## src/rtl/ccff_bitstream_loader.sv

```systemverilog
// ccff_bitstream_loader
//
// Streams a configuration bitstream, delivered as 32-bit words, into the
// serial head of a configuration flip-flop chain. Each word is
// shifted out MSB-first, one bit per cycle, with ccff_shift_en gating the
// fabric programming clock. Words accepted on the last bit of the previous
// word follow with no gap. A final partial word contributes only its upper
// bits. A load stalled in LOAD for TIMEOUT cycles without word_valid ends
// in ERROR.
//
// Ports
//   prog_clk       in   1      clock, rising edge
//   pReset         in   1      synchronous reset, active low
//   start          in   1      begin a load (from IDLE, DONE or ERROR)
//   abort          in   1      cancel the current load, return to IDLE
//   word_data      in   32     bitstream word, shifted MSB-first
//   word_valid     in   1      word_data holds a valid word
//   word_ready     out  1      word_data is accepted this cycle (combinational)
//   ccff_head      out  1      registered serial bit into the chain head
//   ccff_shift_en  out  1      registered prog-clock enable for the fabric
//   busy           out  1      load in progress (LOAD or SHIFT)
//   done           out  1      load completed
//   error          out  1      load failed on timeout
//   bit_count      out  CNT_W  bits shifted so far in this load

module ccff_bitstream_loader #(
    parameter int BITSTREAM_SIZE = 29696,
    parameter int TIMEOUT        = 1024,
    parameter int CNT_W          = 15
) (
    input  logic             prog_clk,
    input  logic             pReset,
    input  logic             start,
    input  logic             abort,
    input  logic [31:0]      word_data,
    input  logic             word_valid,
    output logic             word_ready,
    output logic             ccff_head,
    output logic             ccff_shift_en,
    output logic             busy,
    output logic             done,
    output logic             error,
    output logic [CNT_W-1:0] bit_count
);

    localparam int IDLE_W = $clog2(TIMEOUT + 1);
    localparam logic [CNT_W:0]    SIZE_EXT  = (CNT_W + 1)'(BITSTREAM_SIZE);
    localparam logic [IDLE_W-1:0] TIMEOUT_V = IDLE_W'(TIMEOUT);

    typedef enum logic [2:0] {
        IDLE  = 3'd0,
        LOAD  = 3'd1,
        SHIFT = 3'd2,
        DONE  = 3'd3,
        ERROR = 3'd4
    } state_t;

    state_t            state;
    // Bit 31 of an accepted word goes straight to ccff_head, so only the
    // remaining 31 bits need to be held.
    logic [30:0]       shreg;
    logic [4:0]        bit_idx;
    logic [IDLE_W-1:0] idle_cnt;

    logic [CNT_W:0]    count_next;
    logic [IDLE_W-1:0] idle_next;
    logic              word_last;
    logic              more_bits;
    logic              accept;

    always_comb begin
        count_next = {1'b0, bit_count} + (CNT_W + 1)'(1);
        idle_next  = idle_cnt + IDLE_W'(1);
        word_last  = (bit_idx == 5'd31);
        // True while the bit currently on ccff_head is not the final one.
        more_bits  = (count_next < SIZE_EXT);
        word_ready = pReset && ((state == LOAD) ||
                                (state == SHIFT && word_last && more_bits));
        accept     = word_ready && word_valid;
    end

    always_ff @(posedge prog_clk) begin
        if (!pReset) begin
            state         <= IDLE;
            shreg         <= '0;
            bit_idx       <= '0;
            idle_cnt      <= '0;
            bit_count     <= '0;
            ccff_head     <= 1'b0;
            ccff_shift_en <= 1'b0;
            busy          <= 1'b0;
            done          <= 1'b0;
            error         <= 1'b0;
        end else if (abort) begin
            // Abort wins over start; bit_count is left as a record of progress.
            state         <= IDLE;
            idle_cnt      <= '0;
            ccff_head     <= 1'b0;
            ccff_shift_en <= 1'b0;
            busy          <= 1'b0;
            done          <= 1'b0;
            error         <= 1'b0;
        end else begin
            case (state)
                IDLE, DONE, ERROR: begin
                    if (start) begin
                        state     <= LOAD;
                        bit_count <= '0;
                        idle_cnt  <= '0;
                        busy      <= 1'b1;
                        done      <= 1'b0;
                        error     <= 1'b0;
                    end
                end

                LOAD: begin
                    if (accept) begin
                        shreg         <= word_data[30:0];
                        ccff_head     <= word_data[31];
                        ccff_shift_en <= 1'b1;
                        bit_idx       <= '0;
                        idle_cnt      <= '0;
                        state         <= SHIFT;
                    end else begin
                        idle_cnt <= idle_next;
                        if (idle_next == TIMEOUT_V) begin
                            state <= ERROR;
                            error <= 1'b1;
                            busy  <= 1'b0;
                        end
                    end
                end

                SHIFT: begin
                    // The bit on ccff_head this cycle is clocked into the chain.
                    bit_count <= count_next[CNT_W-1:0];
                    if (!more_bits) begin
                        // Last stream bit; any unused low bits of the word are dropped.
                        state         <= DONE;
                        done          <= 1'b1;
                        busy          <= 1'b0;
                        ccff_shift_en <= 1'b0;
                        ccff_head     <= 1'b0;
                    end else if (word_last) begin
                        if (accept) begin
                            shreg         <= word_data[30:0];
                            ccff_head     <= word_data[31];
                            ccff_shift_en <= 1'b1;
                            bit_idx       <= '0;
                        end else begin
                            state         <= LOAD;
                            idle_cnt      <= '0;
                            ccff_shift_en <= 1'b0;
                            ccff_head     <= 1'b0;
                        end
                    end else begin
                        shreg     <= {shreg[29:0], 1'b0};
                        ccff_head <= shreg[30];
                        bit_idx   <= bit_idx + 5'd1;
                    end
                end

                default: begin
                    state         <= IDLE;
                    ccff_shift_en <= 1'b0;
                    ccff_head     <= 1'b0;
                    busy          <= 1'b0;
                end
            endcase
        end
    end

endmodule
```

## config.mk

```make
export PLATFORM = sky130hd
export DESIGN_NAME = ccff_bitstream_loader
export DESIGN_NICKNAME = d
export VERILOG_FILES = /design/src/rtl/ccff_bitstream_loader.sv
export SDC_FILE = /design/constraint.sdc
export NUM_CORES = 1
export LEC_CHECK = 0
export ABC_AREA = 0
export CORE_MARGIN = 3
export CORE_UTILIZATION = 43
export DETAILED_ROUTE_END_ITERATION = 8
export PLACE_DENSITY = 0.65
export REMOVE_ABC_BUFFERS = 1
export SYNTH_ARGS = -nofsm -noshare
export SYNTH_HDL_FRONTEND = slang
export SYNTH_SLANG_ARGS = --single-unit
```

## constraint.sdc

```tcl
create_clock -name prog_clk -period 2.5 [get_ports prog_clk]
set_input_delay 0.375 -clock prog_clk [delete_from_list [all_inputs] [get_ports prog_clk]]
set_output_delay 0.375 -clock prog_clk [all_outputs]
set_load 0.05 [all_outputs]
```

==> flow_metrics.py, run 1 <==
metrics = {
    "synthesis": {
        "ys_ff_latch": 70,
        "yosysTopAreaCell": "dfxtp_1",
        "syn_avg_cell_area_um2": 8.042,
        "synth.top_cell.area_share_pct": 39.42,
        "yosys.area_share.simple_pct": 23.48,
        "synthesis.area_um2": 3555,
        "yosysMostFrequentCell": "dfxtp_1",
        "synth-compound-area-share_pct": 28.93,
        "synth_top_family_by_area": "compound AO/OA/AOI/OAI gates",
        "synth_cells": 442,
        "synth_common_cells": "dfxtp_1, nand2_1, o21ai_0",
        "ys_types": 55,
        "ys_seq_area_share_pct": 39.42,
        "async_flop_share_pct": 0,
        "synth_flop_cell": "dfxtp_1",
        "yosys-top-cells-area": "dfxtp_1, o221ai_1, o21ai_0, nand2_1, nor2_1",
        "yosysWarnings": 0,
        "synth_fa_ha_area_share_pct": 1.408,
        "synthMuxAreaShare_pct": 0.5632,
        "synthXorXnorAreaFrac_pct": 2.464,
        "synth_edf_count": 0,
    },
    "clocking": {
        "cts_root_buf": "clkbuf_8",
        "ctsHoldBuffers": 0,
        "clk_pin_slew_ns": 0.08,
        "cts.path.max_buffers": 2,
        "cts.sinks": 70,
        "cts_buffers": 9,
        "htree_levels": 3,
        "insertion_delay_ns": 0.35,
        "cts_tree": "built",
    },
    "timing": {
        "hold_viol": 0,
        "maxSlewViolCount": 0,
        "finalWorstSetupSlack_ns": -0.2056,
        "setup_viol": 31,
        "slew_headroom_pct": 61.28,
        "period_minus_slack_ns": 2.706,
        "worst_pin_slew_ns": 0.5808,
        "rsz0062_at_grt": "true",
        "fin_crit_sh_pct": 108.2,
        "fmax_ghz": 0.3696,
        "fin_skew_ns": 0.01355,
        "tns_ns": -0.8009,
    },
    "grt": {
        "first_global_vias": 3343,
        "grt_pass1_wl_um": 15670,
        "grt-ovfl-total": 0,
        "grt_max_degree": 32,
        "grtUsageTotal_pct": 19.82,
        "grt_antenna_before_repair": 0,
    },
    "drt": {
        "drt_wl_total_um": 9577,
        "vias": 3723,
        "ant_nets": 0,
        "wl_per_cell_um": 15.25,
        "first_iter_violations": 170,
        "first_pass_iters": 5,
        "vias_per_cell": 5.928,
        "drc_errors": 0,
    },
    "min_path": {
        "hold_class": "flip-flop to flip-flop",
        "hp-start": "shreg[0]",
    },
    "run": {
        "max_cap_viol_count": 0,
    },
    "power": {
        "peakVddDrop_mv": 0.2676,
        "design_power_total_mw": 2.411,
        "leakage_nw": 1.645,
        "power_density_nw_per_um2": 503.7,
    },
    "placement": {
        "place_congestion": 0.8395,
        "numPortBuffers": 57,
        "hpwlAfterDp_um": 6545,
        "dp_slack_ns": 0.03642,
    },
    "worst_setup_path": {
        "r2r_start": "bit_count[9]",
        "reg2regPathDepth": 9,
        "critPathMaxFanout": 5,
        "cp_data_required_time_ns": 2.12,
        "r2r-end": "shreg[30]",
        "startpoint": "bit_count[9]",
        "start_kind": "flip-flop",
        "end_kind": "output pin",
        "setup.worst_path.class": "flip-flop to output pin",
        "crit_arrival_ns": 2.33,
        "crit_path_end": "word_ready",
        "ff2ff_setup_slack_ns": -0.08,
    },
    "floorplan": {
        "rows": 32,
        "start_util_pct": 45.07,
        "dieArea_um2": 9393,
        "fp.dieW_um": 96.92,
        "ios": 58,
        "die-height_um": 96.92,
        "coreArea_um2": 7888,
    },
    "cells_and_area": {
        "diodes": 0,
        "multi_input_area_um2": 2095,
        "fillers": 692,
        "nNetsFinal": 562,
        "final-seq-area_um2": 1410,
        "layout-drive-gt1-share_pct": 15.97,
        "syn_to_final_growth_pct": 34.64,
    },
    "status": {
        "violations": "negative setup slack",
        "status": "finished, violations left",
    },
}
==> through the flow <==
stage / instances / utilization [%] / hold slack, ns / area (µm²)
3_3_place_gp: 603 / 55.89 / 0.4507 / 4408
6_report: 628 / 60.68 / 0.4606 / 4786
4_1_cts: 626 / 60.17 / 0.4635 / 4746
3_5_place_dp: 603 / 55.89 / 0.4519 / 4408
2_1_floorplan: 413 / - / 0.4357 / 3437
5_1_grt: 628 / 60.68 / 0.4898 / 4786
==> state kept, by name, indices dropped and copies added, names as in the netlist, 3 cells and up <==
register and cells:
bit_count 15, shreg 31, idle_cnt 11, state 3, bit_idx 5
==> cells by family (layout without fill, tap and decap cells) <==
logic type / count (synthesis) / count (layout)
compound gates: 150 / 150
fa+ha+maj: 4 / 4
simple gates: 173 / 173
flops: 70 / 70
buf+inv: 33 / 117
xor+xnor: 10 / 10
mux: 2 / 2
==> worst min path at each step <==
stage | endpoint | depth (start not counted)
after global placement | shreg[0] | 2
after CTS | shreg[0] | 2
after detailed placement | shreg[0] | 2
final | shreg[0] | 2
after global routing | shreg[0] | 2
after floorplan | shreg[0] | 2
==> layout by cell type (no fill, tap or decap), drive strengths merged, types with 6 or more instances in the layout <==
master	Yosys	routed
a21oi	19	19
a31oi	7	7
and3	6	6
buf	7	41
clkbuf	22	11
clkdlybuf4s50	0	56
dfxtp	70	70
nand2	62	62
nand3	20	20
nand4	9	9
nor2	30	30
nor2b	6	6
nor3	10	10
o211ai	7	7
o21ai	54	54
o221ai	31	31
or4	6	6
xor2	7	7
==> critical path, cell delays in order (launching register included) <==
cell and delay, ns:
dfxtp_2 0.34, nand4_1 0.24, buf_4 0.24, or4_4 0.41, a22o_4 0.26, o21ai_2 0.14
o21ai_2 0.07, and2_4 0.15, buf_12 0.14
==> per-layer routing <==
metal	share of wire, %	wire length (µm)	global-route usage [%]	vias up
li1	-	-	-	1823
met1	47	4486	27.79	1732
met2	45	4277	30.20	150
met3	6.5	625	3.461	18
met4	2.0	188	7.775	0
met5	0	0	0	-
==> power by group <==
part | switching [mW] | total [mW] | internal (mW)
combinational | 0.110 | 0.211 | 0.101
clock | 0.450 | 1.07 | 0.616
sequential | 0.00763 | 1.13 | 1.13
total | 0.568 | 2.41 | 1.84
==> layout make-up <==
| class | instances | area share (%) |
|---|---|---|
| multi-input cells | 339 | 43.76 |
| flip-flops and latches | 70 | 29.46 |
| repair buffers | 97 | 18.93 |
| clock buffers | 11 | 3.163 |
| well taps | 102 | 2.667 |
| clock inverters | 5 | 1.699 |
| inverters | 4 | 0.3137 |
==> what timing repair did <==
action / in CTS / in global routing
buffers inserted: 7 / 2
gates resized for setup: 15 / 6
setup endpoints to repair: 1 / 47
pin swaps: 7 / 2
endpoints found under the hold margin: 0 / 0
Power figures use the tool's default switching activity.
==> inputs of run 2 (changes only) <==
--- a/config.mk
+++ b/config.mk
@@ -5,12 +5,12 @@
 export SDC_FILE = /design/constraint.sdc
 export NUM_CORES = 1
 export LEC_CHECK = 0
-export ABC_AREA = 0
-export CORE_MARGIN = 3
+export CORE_MARGIN = 10
 export CORE_UTILIZATION = 43
 export DETAILED_ROUTE_END_ITERATION = 8
 export PLACE_DENSITY = 0.65
 export REMOVE_ABC_BUFFERS = 1
+export SKIP_LAST_GASP = 1
 export SYNTH_ARGS = -nofsm -noshare
 export SYNTH_HDL_FRONTEND = slang
 export SYNTH_SLANG_ARGS = --single-unit
==> run 2 against run 1 <==
- the flow still finishes with violations (negative setup slack)
- cell count down 0.32%
- routed wire length up 3.6%
- via count down 3.4%
- worst hold slack worse by 0.089 ns
- count of clock-buffer cells in the layout down 1
- flip-flop and latch count unchanged
- first-iteration DRC count up 19%
- total power down 1.2%
- cell area down 0.94%
- setup slack better by 0.038 ns
- clock skew down 0.0056 ns
- die area up 31%
- critical path type unchanged
- critical endpoint unchanged
- largest power group unchanged
==> flow_metrics.py, run 2 (synthesis gave the netlist of run 1 again) <==
metrics = {
    "worst_setup_path": {
        "path_cells": "ha_2 -> nand4_1 -> or4_4 -> a22o_4 -> o21ai_2 -> o21ai_0 -> and2_1 -> buf_6",
        "ff2ff_setup_slack_ns": 0.04,
        "r2r-end": "state[2]",
        "slowest_stage": "or4_4",
        "reg2regPathDepth": 8,
        "start_kind": "flip-flop",
        "setup.worst_path.class": "flip-flop to output pin",
        "r2r_start": "bit_count[1]",
        "critPathMaxFanout": 3,
        "end_kind": "output pin",
        "slowest_delay_ns": 0.46,
        "cp_data_required_time_ns": 2.12,
        "crit_arrival_ns": 2.29,
    },
    "cells_and_area": {
        "nNetsFinal": 558,
        "top_register": "shreg",
        "fillers": 770,
        "syn_to_final_growth_pct": 33.37,
        "diodes": 0,
        "stdcell_count": 626,
        "final_cell_mix": "dfxtp_1, nand2_1, clkdlybuf4s50_1",
        "reg.largest.list": "shreg (31), bit_count (15), idle_cnt (11)",
        "largest_reg_flops": 31,
        "layout-drive-gt1-share_pct": 15.36,
        "final_common_cell": "dfxtp_1",
    },
    "power": {
        "p_comb_share_pct": 8.6,
        "design_power_total_mw": 2.381,
        "leakage_nw": 1.629,
        "power_density_nw_per_um2": 502.3,
        "swShare_pct": 24.14,
        "peakVddDrop_mv": 0.2287,
        "power_switching_mw": 0.5749,
        "pwr-share-clk_pct": 43.9,
        "intPower_mw": 1.806,
        "seq_power_share_pct": 47.5,
    },
    "clocking": {
        "insertion_delay_ns": 0.36,
        "cts_buffers": 9,
        "clk_pin_slew_ns": 0.07,
        "cts.sinks": 70,
        "htree_levels": 3,
        "cts_root_buf": "clkbuf_8",
        "cts_tree": "built",
        "cts.path.max_buffers": 2,
    },
    "floorplan": {
        "rows": 33,
        "start_util_pct": 43.70,
        "coreArea_um2": 8134,
        "fp.dieW_um": 110.9,
        "die-height_um": 110.9,
        "dieArea_um2": 12300,
        "ios": 58,
    },
    "drt": {
        "ant_nets": 0,
        "vias": 3595,
        "drt_wl_total_um": 9923,
        "vias_per_cell": 5.743,
        "first_iter_violations": 202,
        "first_pass_iters": 4,
        "wl_per_cell_um": 15.85,
        "drc_errors": 0,
    },
    "run": {
        "max_cap_viol_count": 0,
    },
    "timing": {
        "finalWorstSetupSlack_ns": -0.1671,
        "maxSlewViolCount": 0,
        "slew_headroom_pct": 53.60,
        "rsz0062_at_grt": "true",
        "setup_viol": 1,
        "hold_viol": 0,
        "finalHoldWorstSlack_ns": 0.3714,
        "worst_pin_slew_ns": 0.6914,
        "period_minus_slack_ns": 2.667,
        "fin_crit_sh_pct": 106.7,
        "fin_skew_ns": 0.007979,
        "fmax_ghz": 0.3749,
    },
    "grt": {
        "grt-ovfl-total": 0,
        "grt_antenna_before_repair": 0,
        "grtUsageTotal_pct": 15.59,
        "grt_max_degree": 48,
        "first_global_vias": 3508,
        "grt_pass1_wl_um": 16670,
    },
    "placement": {
        "place_congestion": 0.8524,
        "hpwlAfterDp_um": 6883,
        "placedCellCount": 607,
        "numPortBuffers": 57,
    },
    "status": {
        "status": "finished, violations left",
        "violations": "negative setup slack",
    },
    "min_path": {
        "hold_class": "input pin to flip-flop",
        "whs_endpoint": "bit_count[1]",
        "holdPathStages": 2,
        "hp-start": "pReset",
    },
}
[run 2: worst max-delay path: cells and delay by family, from the launching register on]
kind	cells	cell delay, ns
AOI/OAI and AO/OA	3	0.47
adders and majority gates	1	0.19
buffers and inverters	1	0.15
DFF	1	0.34
and+or+nand+nor	3	0.80
[run 2: worst max path at each step]
stage	start	to	slack [ns]	depth (start not counted)
floorplan	bit_count[0]	bit_idx[3]	-1.48	7
global placement	bit_count[12]	word_ready	0.1	7
detailed placement	bit_count[12]	word_ready	0.08	7
CTS	bit_count[1]	word_ready	-0.15	8
global route	bit_count[1]	word_ready	-0.28	8
finish	bit_count[1]	word_ready	-0.17	8
[run 2: timing repair]
action / CTS / global route
setup endpoints to repair: 1 / 38
gates resized for setup: 16 / 9
pin swaps: 4 / 1
hold buffers: 0 / 0
setup buffers: 3 / 1
[run 2: routing by layer]
layer	vias up	routed length, µm	global-route usage, %
met5	-	0	0
met4	0	110	4.253
met3	9	589	5.249
met2	88	4488	23.35
met1	1689	4734	20.72
li1	1809	-	-
[run 2: final cells by class]
cell class	count	area, µm²	area share (%)
clock buffers	10	137.6	2.903
clock inverters	5	83.83	1.768
inverters	4	15.01	0.3167
multi-input cells	339	2097	44.23
flip-flops and latches	70	1411	29.77
well taps	105	131.4	2.771
repair buffers	93	864.6	18.24
[run 2: power groups by stage]
stage | clock, mW | sequential [mW] | combinational [mW]
global placement | 0 | 1.16 | 0.201
floorplan | 0 | 1.17 | 0.0709
finish | 1.04 | 1.13 | 0.205
CTS | 1.07 | 1.13 | 0.204
global route | 1.12 | 1.13 | 0.222
detailed placement | 0 | 1.16 | 0.202
[run 2: per-stage QoR]
stage               TNS (ns)  cell area, µm²  worst slack [ns]  util [%]
floorplan             -50.28            3437            -1.481         -
global placement           0            4389           0.09814     53.96
detailed placement         0            4389           0.07740     53.96
CTS                  -0.1543            4682           -0.1543     57.56
global route         -0.5048            4741           -0.2786     58.28
finish               -0.1671            4741           -0.1671     58.28
